`src/rtl/dmem_arbiter_if.sv`:
```
// dmem_arbiter_if: CPU port, debug port and memory port of the
// data-memory arbiter, bundled with arbiter/environment modports.
interface dmem_arbiter_if #(
   parameter int AW = 32,
   parameter int DW = 32
);
   logic          cpu_req;
   logic          cpu_we;
   logic [AW-1:0] cpu_addr;
   logic [DW-1:0] cpu_wdata;
   logic [DW-1:0] cpu_rdata;
   logic          cpu_ack;
   logic          cpu_stall;

   logic          dbg_req;
   logic          dbg_we;
   logic [AW-1:0] dbg_addr;
   logic [DW-1:0] dbg_wdata;
   logic [DW-1:0] dbg_rdata;
   logic          dbg_ack;

   logic          mem_en;
   logic          mem_we;
   logic [AW-1:0] mem_addr;
   logic [DW-1:0] mem_wdata;
   logic [DW-1:0] mem_rdata;

   modport slave (
      input  cpu_req, cpu_we, cpu_addr, cpu_wdata,
      output cpu_rdata, cpu_ack, cpu_stall,
      input  dbg_req, dbg_we, dbg_addr, dbg_wdata,
      output dbg_rdata, dbg_ack,
      output mem_en, mem_we, mem_addr, mem_wdata,
      input  mem_rdata
   );

   modport master (
      output cpu_req, cpu_we, cpu_addr, cpu_wdata,
      input  cpu_rdata, cpu_ack, cpu_stall,
      output dbg_req, dbg_we, dbg_addr, dbg_wdata,
      input  dbg_rdata, dbg_ack,
      input  mem_en, mem_we, mem_addr, mem_wdata,
      output mem_rdata
   );
endinterface

```
`src/rtl/dmem_arbiter.sv`:
```
// dmem_arbiter: round-robin sharing of the single-port data memory
// between the CPU data port and the debug/loader port.
module dmem_arbiter #(
   parameter int AW      = 32,
   parameter int DW      = 32,
   parameter int MEM_LAT = 1
) (
   input logic           clk,
   input logic           reset,
   dmem_arbiter_if.slave bus
);

   if (MEM_LAT < 1 || MEM_LAT > 7) begin : g_lat_chk
      $error("dmem_arbiter: MEM_LAT must be 1..7");
   end

   typedef enum logic [1:0] {
      IDLE,
      ISSUE,
      WAIT,
      RESP
   } state_t;

   localparam logic [2:0] LAT = 3'(MEM_LAT);

   state_t        state;
   logic          owner;
   logic          rr;
   logic [2:0]    cnt;
   logic          mem_en;
   logic          mem_we;
   logic [AW-1:0] mem_addr;
   logic [DW-1:0] mem_wdata;
   logic          cpu_ack;
   logic          dbg_ack;
   logic [DW-1:0] cpu_rdata;
   logic [DW-1:0] dbg_rdata;

   logic          grant_dbg;
   logic          any_req;
   logic          sel_we;
   logic [AW-1:0] sel_addr;
   logic [DW-1:0] sel_wdata;

   // rr = 1 means debug has priority when both request
   always_comb begin
      any_req   = bus.cpu_req | bus.dbg_req;
      grant_dbg = bus.dbg_req & (~bus.cpu_req | rr);
      sel_we    = bus.cpu_we;
      sel_addr  = bus.cpu_addr;
      sel_wdata = bus.cpu_wdata;
      unique case (1'b1)
         grant_dbg: begin
            sel_we    = bus.dbg_we;
            sel_addr  = bus.dbg_addr;
            sel_wdata = bus.dbg_wdata;
         end
         default: ;
      endcase
   end

   always_ff @(posedge clk or negedge reset) begin
      if (!reset) begin
         state     <= IDLE;
         owner     <= 1'b0;
         rr        <= 1'b0;
         cnt       <= '0;
         mem_en    <= 1'b0;
         mem_we    <= 1'b0;
         mem_addr  <= '0;
         mem_wdata <= '0;
         cpu_ack   <= 1'b0;
         dbg_ack   <= 1'b0;
         cpu_rdata <= '0;
         dbg_rdata <= '0;
      end else begin
         unique case (state)
            IDLE: begin
               if (any_req) begin
                  owner     <= grant_dbg;
                  rr        <= ~grant_dbg;
                  mem_en    <= 1'b1;
                  mem_we    <= sel_we;
                  mem_addr  <= sel_addr;
                  mem_wdata <= sel_wdata;
                  state     <= ISSUE;
               end
            end
            ISSUE: begin
               mem_en <= 1'b0;
               cnt    <= 3'd1;
               state  <= WAIT;
            end
            WAIT: begin
               if (cnt == LAT) begin
                  if (!mem_we) begin
                     if (owner) dbg_rdata <= bus.mem_rdata;
                     else       cpu_rdata <= bus.mem_rdata;
                  end
                  dbg_ack <= owner;
                  cpu_ack <= ~owner;
                  state   <= RESP;
               end else begin
                  cnt <= cnt + 3'd1;
               end
            end
            RESP: begin
               cpu_ack <= 1'b0;
               dbg_ack <= 1'b0;
               state   <= IDLE;
            end
            default: state <= IDLE;
         endcase
      end
   end

   assign bus.mem_en    = mem_en;
   assign bus.mem_we    = mem_we;
   assign bus.mem_addr  = mem_addr;
   assign bus.mem_wdata = mem_wdata;
   assign bus.cpu_ack   = cpu_ack;
   assign bus.dbg_ack   = dbg_ack;
   assign bus.cpu_rdata = cpu_rdata;
   assign bus.dbg_rdata = dbg_rdata;
   assign bus.cpu_stall = bus.cpu_req & ~cpu_ack;

endmodule

```
`src/flat_wrapper.sv`:
```
// flat-port wrapper written by rule: the top's interface ports become plain ports
module dmem_arbiter_flat 
#(
   parameter int AW      = 32,
   parameter int DW      = 32,
   parameter int MEM_LAT = 1
)
  (clk, reset, bus_cpu_req, bus_cpu_we, bus_cpu_addr, bus_cpu_wdata, bus_cpu_rdata, bus_cpu_ack, bus_cpu_stall, bus_dbg_req, bus_dbg_we, bus_dbg_addr, bus_dbg_wdata, bus_dbg_rdata, bus_dbg_ack, bus_mem_en, bus_mem_we, bus_mem_addr, bus_mem_wdata, bus_mem_rdata);
  dmem_arbiter_if #(.AW(AW), .DW(DW)) bus_i ();
  input logic clk;
  input logic reset;
  input wire logic [$bits(bus_i.cpu_req)-1:0] bus_cpu_req;
  input wire logic [$bits(bus_i.cpu_we)-1:0] bus_cpu_we;
  input wire logic [$bits(bus_i.cpu_addr)-1:0] bus_cpu_addr;
  input wire logic [$bits(bus_i.cpu_wdata)-1:0] bus_cpu_wdata;
  output wire logic [$bits(bus_i.cpu_rdata)-1:0] bus_cpu_rdata;
  output wire logic [$bits(bus_i.cpu_ack)-1:0] bus_cpu_ack;
  output wire logic [$bits(bus_i.cpu_stall)-1:0] bus_cpu_stall;
  input wire logic [$bits(bus_i.dbg_req)-1:0] bus_dbg_req;
  input wire logic [$bits(bus_i.dbg_we)-1:0] bus_dbg_we;
  input wire logic [$bits(bus_i.dbg_addr)-1:0] bus_dbg_addr;
  input wire logic [$bits(bus_i.dbg_wdata)-1:0] bus_dbg_wdata;
  output wire logic [$bits(bus_i.dbg_rdata)-1:0] bus_dbg_rdata;
  output wire logic [$bits(bus_i.dbg_ack)-1:0] bus_dbg_ack;
  output wire logic [$bits(bus_i.mem_en)-1:0] bus_mem_en;
  output wire logic [$bits(bus_i.mem_we)-1:0] bus_mem_we;
  output wire logic [$bits(bus_i.mem_addr)-1:0] bus_mem_addr;
  output wire logic [$bits(bus_i.mem_wdata)-1:0] bus_mem_wdata;
  input wire logic [$bits(bus_i.mem_rdata)-1:0] bus_mem_rdata;
  assign bus_i.cpu_req = bus_cpu_req;
  assign bus_i.cpu_we = bus_cpu_we;
  assign bus_i.cpu_addr = bus_cpu_addr;
  assign bus_i.cpu_wdata = bus_cpu_wdata;
  assign bus_cpu_rdata = bus_i.cpu_rdata;
  assign bus_cpu_ack = bus_i.cpu_ack;
  assign bus_cpu_stall = bus_i.cpu_stall;
  assign bus_i.dbg_req = bus_dbg_req;
  assign bus_i.dbg_we = bus_dbg_we;
  assign bus_i.dbg_addr = bus_dbg_addr;
  assign bus_i.dbg_wdata = bus_dbg_wdata;
  assign bus_dbg_rdata = bus_i.dbg_rdata;
  assign bus_dbg_ack = bus_i.dbg_ack;
  assign bus_mem_en = bus_i.mem_en;
  assign bus_mem_we = bus_i.mem_we;
  assign bus_mem_addr = bus_i.mem_addr;
  assign bus_mem_wdata = bus_i.mem_wdata;
  assign bus_i.mem_rdata = bus_mem_rdata;
  dmem_arbiter #(.AW(AW), .DW(DW), .MEM_LAT(MEM_LAT)) u_core (.clk(clk), .reset(reset), .bus(bus_i));
endmodule
```
`config.mk`:
```
export PLATFORM = sky130hd
export DESIGN_NAME = dmem_arbiter_flat
export DESIGN_NICKNAME = d
export VERILOG_FILES = /design/src/rtl/dmem_arbiter_if.sv /design/src/rtl/dmem_arbiter.sv /design/src/flat_wrapper.sv
export SDC_FILE = /design/constraint.sdc
export NUM_CORES = 1
export LEC_CHECK = 0
export CAP_MARGIN = 10
export CORE_MARGIN = 5
export CORE_UTILIZATION = 41
export CTS_BUF_LIST = sky130_fd_sc_hd__clkbuf_8
export CTS_CLUSTER_DIAMETER = 120
export DETAILED_ROUTE_END_ITERATION = 7
export MAX_ROUTING_LAYER = met4
export PLACE_DENSITY = 0.82
export SETUP_SLACK_MARGIN = 0.05
export SLEW_MARGIN = 15
export SYNTH_ARGS = -nofsm -noshare
export SYNTH_HDL_FRONTEND = slang
export SYNTH_SLANG_ARGS = --single-unit
```
`constraint.sdc`:
```
create_clock -name clk -period 2.4 [get_ports clk]
set_clock_uncertainty 0.1 [all_clocks]
set_input_delay 0.24 -clock clk [delete_from_list [all_inputs] [get_ports clk]]
set_output_delay 0.24 -clock clk [all_outputs]
set_load 0.02 [all_outputs]
```
Yosys cells after proc, flatten, opt, wreduce, memory -nomap -nowiden --
Cells that the tools add are included.
Word-level totals: memories 0, input port bits 166, flip-flop bits (word level) 139, ROM bits 0, memory bits (writable) 0, output and inout bits 133, latch bits 0
Cells by class: div/mod/pow operators 0, add/sub/neg operators 1, eq/ne operators 7, mux-type cells 14, shift operators 0, magnitude comparators 0, bitwise logic cells 9, reduce and logical (&&, ||, !) cells 11, multiply operators 0
Operators with widths (count):
- $mux W32 | 2
- $reduce_and A2 Y1 | 5
- $pmux W2 S4 | 1
- $reduce_and A4 Y1 | 2
- $pmux W1 S2 | 3
- $pmux W3 S2 | 1
- $reduce_bool A2 Y1 | 3
- $not A1 Y1 | 5
- $eq A2 B2 Y1 const B | 2
- $mux W1 | 4
- $mux W2 | 2
- $ne A2 B1 Y1 const B | 2
- $add A3 B1 Y3 const B | 1
- $eq A3 B1 Y1 const B | 1
- $mux W3 | 1
- $and A1 B1 Y1 | 2
- $eq A2 B1 Y1 const B | 1
- $logic_not A2 Y1 | 1
- $ne A2 B2 Y1 const B | 1
- $or A1 B1 Y1 | 2

Depth between registers and ports, before layout --
word-level depth 4, gate-level depth with buffers 7

Worst setup path after synthesis --
Ideal clock, no wire load.
kind register to register, from register u_core.state[0], to register u_core.cpu_rdata[0], in the netlist u_core.bus.cpu_rdata[0], stages on the path, launching flop included 8, path buffers 3, arrival 1.833 ns, path slack 0.342 ns, library setup time 0.125 ns, required time 2.175 ns, path through dfrtp_1 -> inv_1 -> ha_1 -> buf_2 -> or4b_4 -> buf_6 -> buf_12 -> mux2_4
On the way: longest elaborated chain between the ends 2
Ends and longest elaborated chain:
- start: declaration | RTL line dmem_arbiter.sv:26 | state_t state;
- start signal: assignment | RTL line dmem_arbiter.sv:64 | state <= IDLE;
- start signal: assignment | RTL line dmem_arbiter.sv:86 | state <= ISSUE;
- start signal: assignment | RTL line dmem_arbiter.sv:92 | state <= WAIT;
- $eq A2 B2 Y1 | RTL line dmem_arbiter.sv:77 | unique case (state)
- $reduce_and A4 Y1 (no source line)
- end signal: assignment | RTL line dmem_arbiter.sv:98 | else cpu_rdata <= bus.mem_rdata;
- end: declaration | RTL line dmem_arbiter.sv:36 | logic [DW-1:0] cpu_rdata;
Every way passes these cells. A chain may end at the register's enable or synchronous reset.

Worst setup path after layout --
from register u_core.cnt[1], to register u_core.cpu_rdata[25], in the netlist u_core.bus.cpu_rdata[25]
On the way: longest elaborated chain between the ends 2
Ends and longest elaborated chain:
- start: declaration | RTL line dmem_arbiter.sv:29 | logic [2:0] cnt;
- start signal: assignment | RTL line dmem_arbiter.sv:104 | cnt <= cnt + 3'd1;
- $eq A3 B1 Y1 | RTL line dmem_arbiter.sv:95 | if (cnt == LAT) begin
- $reduce_and A4 Y1 (no source line)
Every way passes these cells.

==> impl_metrics.env <==
export IMPL_die_h_um=130.3
export IMPL_fmax_mhz=444.7
export IMPL_fin_tns_setup_ns=0
export IMPL_wire_per_inst_um=19.66
export IMPL_post_cts_resized=0
export IMPL_hold_violations=0
export IMPL_ant_nets=0
export IMPL_ys_async_sr_fraction_pct=100.0
export IMPL_power_density_mw_per_mm2=1394
export IMPL_clk_path_buf_depth=2
export IMPL_drcViolationCount=0
export IMPL_hp_class="input pin to asynchronous set/reset pin"
export IMPL_synth_cells=413
export IMPL_synth_seq_cells=139
export IMPL_dp_hpwl_um=13160
export IMPL_pin_count=299
export IMPL_synth_cell_types=30
export IMPL_num_rows=44
export IMPL_rsz0062_at_grt="no"
export IMPL_maxCapViolCount=0
export IMPL_wl_met3_um=1655
export IMPL_wirelength_um=17830
export IMPL_dp_slack_ns=0.1704
export IMPL_area_growth_pct=62.03
export IMPL_grt_ovfl_total=0
export IMPL_floorplan_die_area_mm2=0.01697
export IMPL_synth_compound_area_share_pct=12.70
export IMPL_p_leak_nw=4.160
export IMPL_grt_pass1_vias=5183
export IMPL_ctsHoldBuffers=1
export IMPL_yosys_area_share_adder_pct=1.688
export IMPL_clk_pin_slew_ns=0.08
export IMPL_synthXorXnorAreaFrac_pct=0
export IMPL_setup_viol=0
export IMPL_synth_top_family_by_area="multiplexers"
export IMPL_cts_root_buf="clkbuf_8"
export IMPL_synth_edf_count=0
export IMPL_layout_commonest_cell="clkdlybuf4s50_1"
export IMPL_synth_avg_cell_area_um2=14.36
export IMPL_port_buffer_count=298
export IMPL_cp_required_ns=2.61
export IMPL_start_kind="register"
export IMPL_cts_setup_buffers=0
export IMPL_multiInputGateArea_mm2=0.002298
export IMPL_synth_simple_gate_area_share_pct=8.776
export IMPL_worst_slew_pin_slew_ns=0.6308
export IMPL_dr_pass1_iters=4
export IMPL_grt_max_degree=67
export IMPL_maxSlewHeadroom_pct=57.95
export IMPL_fillCellCount=1005
export IMPL_wl_met1_um=7331
export IMPL_synth_top_area_cell="dfrtp_1"
export IMPL_drv_slew=0
export IMPL_post_synth_instance_area_mm2=0.005931
export IMPL_insertion_delay_ns=0.43
export IMPL_yosysWarnings=0
export IMPL_synth_flop_cell="dfrtp_1"
export IMPL_synthMuxAreaShare_pct=14.94
export IMPL_final_cell_mix="clkdlybuf4s50_1 (297), dfrtp_1 (139), and2_1 (65), a221o_1 (65), mux2_2 (36)"
export IMPL_antenna_found_initial=1
export IMPL_cp_arrival_ns=2.46
export IMPL_num_vias=4715
export IMPL_synth_top_cell_area_share_pct=58.65
export IMPL_dr_first_iter_drc_count=286
export IMPL_status="finished, final reports clean"
export IMPL_dr_wl_met2_um=8387
export IMPL_track_usage_pct=21.55
export IMPL_setup_ws_ns=0.1512
export IMPL_grt_pass1_wl_um=27340
export IMPL_synthTopCellsByArea="dfrtp_1 (59%), a221o_1 (11%), mux2_4 (7.6%), and2_1 (6.9%), mux2_2 (6.8%)"
export IMPL_gp_congestion=0.8221
export IMPL_cts_made_buffers=17
export IMPL_path_class="register to register"
export IMPL_htreeDepth=4
export IMPL_start_util_pct=41.27
export IMPL_end_kind="register"
export IMPL_dr_max_layer_used="met4"
export IMPL_register_area_mm2=0.003478
export IMPL_nets=883
export IMPL_layout_min_cycle_time_ns=2.249
export IMPL_dieWidth_um=130.3
export IMPL_period_share_pct=93.70
export IMPL_vias_per_cell=5.198
export IMPL_core_area_mm2=0.01437
export IMPL_worst_ir_drop_vdd_mv=0.6006
export IMPL_cts_tree="built"
export IMPL_drive_gt1_share_pct=15.37
export IMPL_syn_nets=587
export IMPL_clkSinkCount=139
export IMPL_yosysSeqAreaShare_pct=58.65
export IMPL_critical_path_max_fanout=32
==> worst paths after layout <==
check / slack [ns] / start / end / cells after the start
setup / recovery: 0.15 / u_core.cnt[1] / u_core.bus.cpu_rdata[25] / 5
hold / removal: 0.23 / reset / u_core.bus.cpu_rdata[16] / 2
setup reg to reg: 0.15 / u_core.cnt[1] / u_core.bus.cpu_rdata[25] / 5
hold reg to reg: 0.41 / u_core.bus.dbg_rdata[23] / u_core.bus.dbg_rdata[23] / 1
max in group asynchronous: 1.22 / reset / u_core.bus.mem_addr[16] / 3
min in group clk: 0.31 / bus_dbg_wdata[10] / u_core.bus.mem_wdata[10] / 2
==> critical path: stages (launching register included) <==
cell	delay, ns
dfrtp_1	0.38
inv_1	0.08
ha_1	0.22
nand2b_4	0.10
or4b_4	0.82
mux2_4	0.40
==> sequential cells by signal, indices dropped and copies added (netlist names), 2 cells and up <==
register	flops
u_core.bus.cpu_rdata	32
u_core.bus.dbg_rdata	32
u_core.bus.mem_addr	32
u_core.bus.mem_wdata	32
u_core.cnt	3
u_core.state	2
==> per-stage QoR <==
stage               utilization [%]  area (µm²)  power [mW]  hold slack (ns)  cells
floorplan                         -        5931       7.999          -0.1556    413
global route                  66.88        9609       14.15           0.2565    907
CTS                           66.86        9607       13.54           0.2297    906
detailed placement            63.53        9129       11.28           0.1483    873
finish                        66.88        9609       13.40           0.2347    907
global placement              63.53        9129       11.05           0.1389    873
==> final cells by class <==
cell class | instances | area share [%]
sequential | 139 | 36.20
antenna | 1 | 0.02604
inverter | 6 | 0.2344
timing repair buffer | 306 | 32.36
tap | 184 | 2.396
multi-input combinational | 239 | 23.92
clock inverter | 12 | 2.005
clock buffer | 20 | 2.865
==> logic make-up (layout without fill, tap and decap cells) <==
| logic type | count (synthesis) | count (layout) |
|---|---|---|
| other | 0 | 1 |
| AOI/OAI and AO/OA | 80 | 80 |
| buffers and inverters | 35 | 344 |
| and+or+nand+nor | 82 | 82 |
| muxes | 69 | 69 |
| adders and majority gates | 8 | 8 |
| DFF | 139 | 139 |
==> cells in the mapped netlist (4+ instances only) <==
library cell	number
a221o_1	65
a22o_1	4
and2_1	65
buf_2	4
clkbuf_1	19
dfrtp_1	139
ha_1	8
inv_1	6
mux2_2	36
mux2_4	30
nand2_1	4
o21ai_0	4
==> per-layer routing <==
layer  global-route usage, %  vias up
li1                        -     2127
met1                   26.54     2301
met2                   33.10      251
met3                   6.877       36
met4                   8.496        0
met5                       -        -
==> power by group <==
group / internal (mW) / switching (mW) / total (mW)
sequential: 3.50 / 0.680 / 4.18
combinational: 3.81 / 3.21 / 7.03
clock: 1.32 / 0.872 / 2.19
No activity file was read; power rests on OpenSTA's default activity.
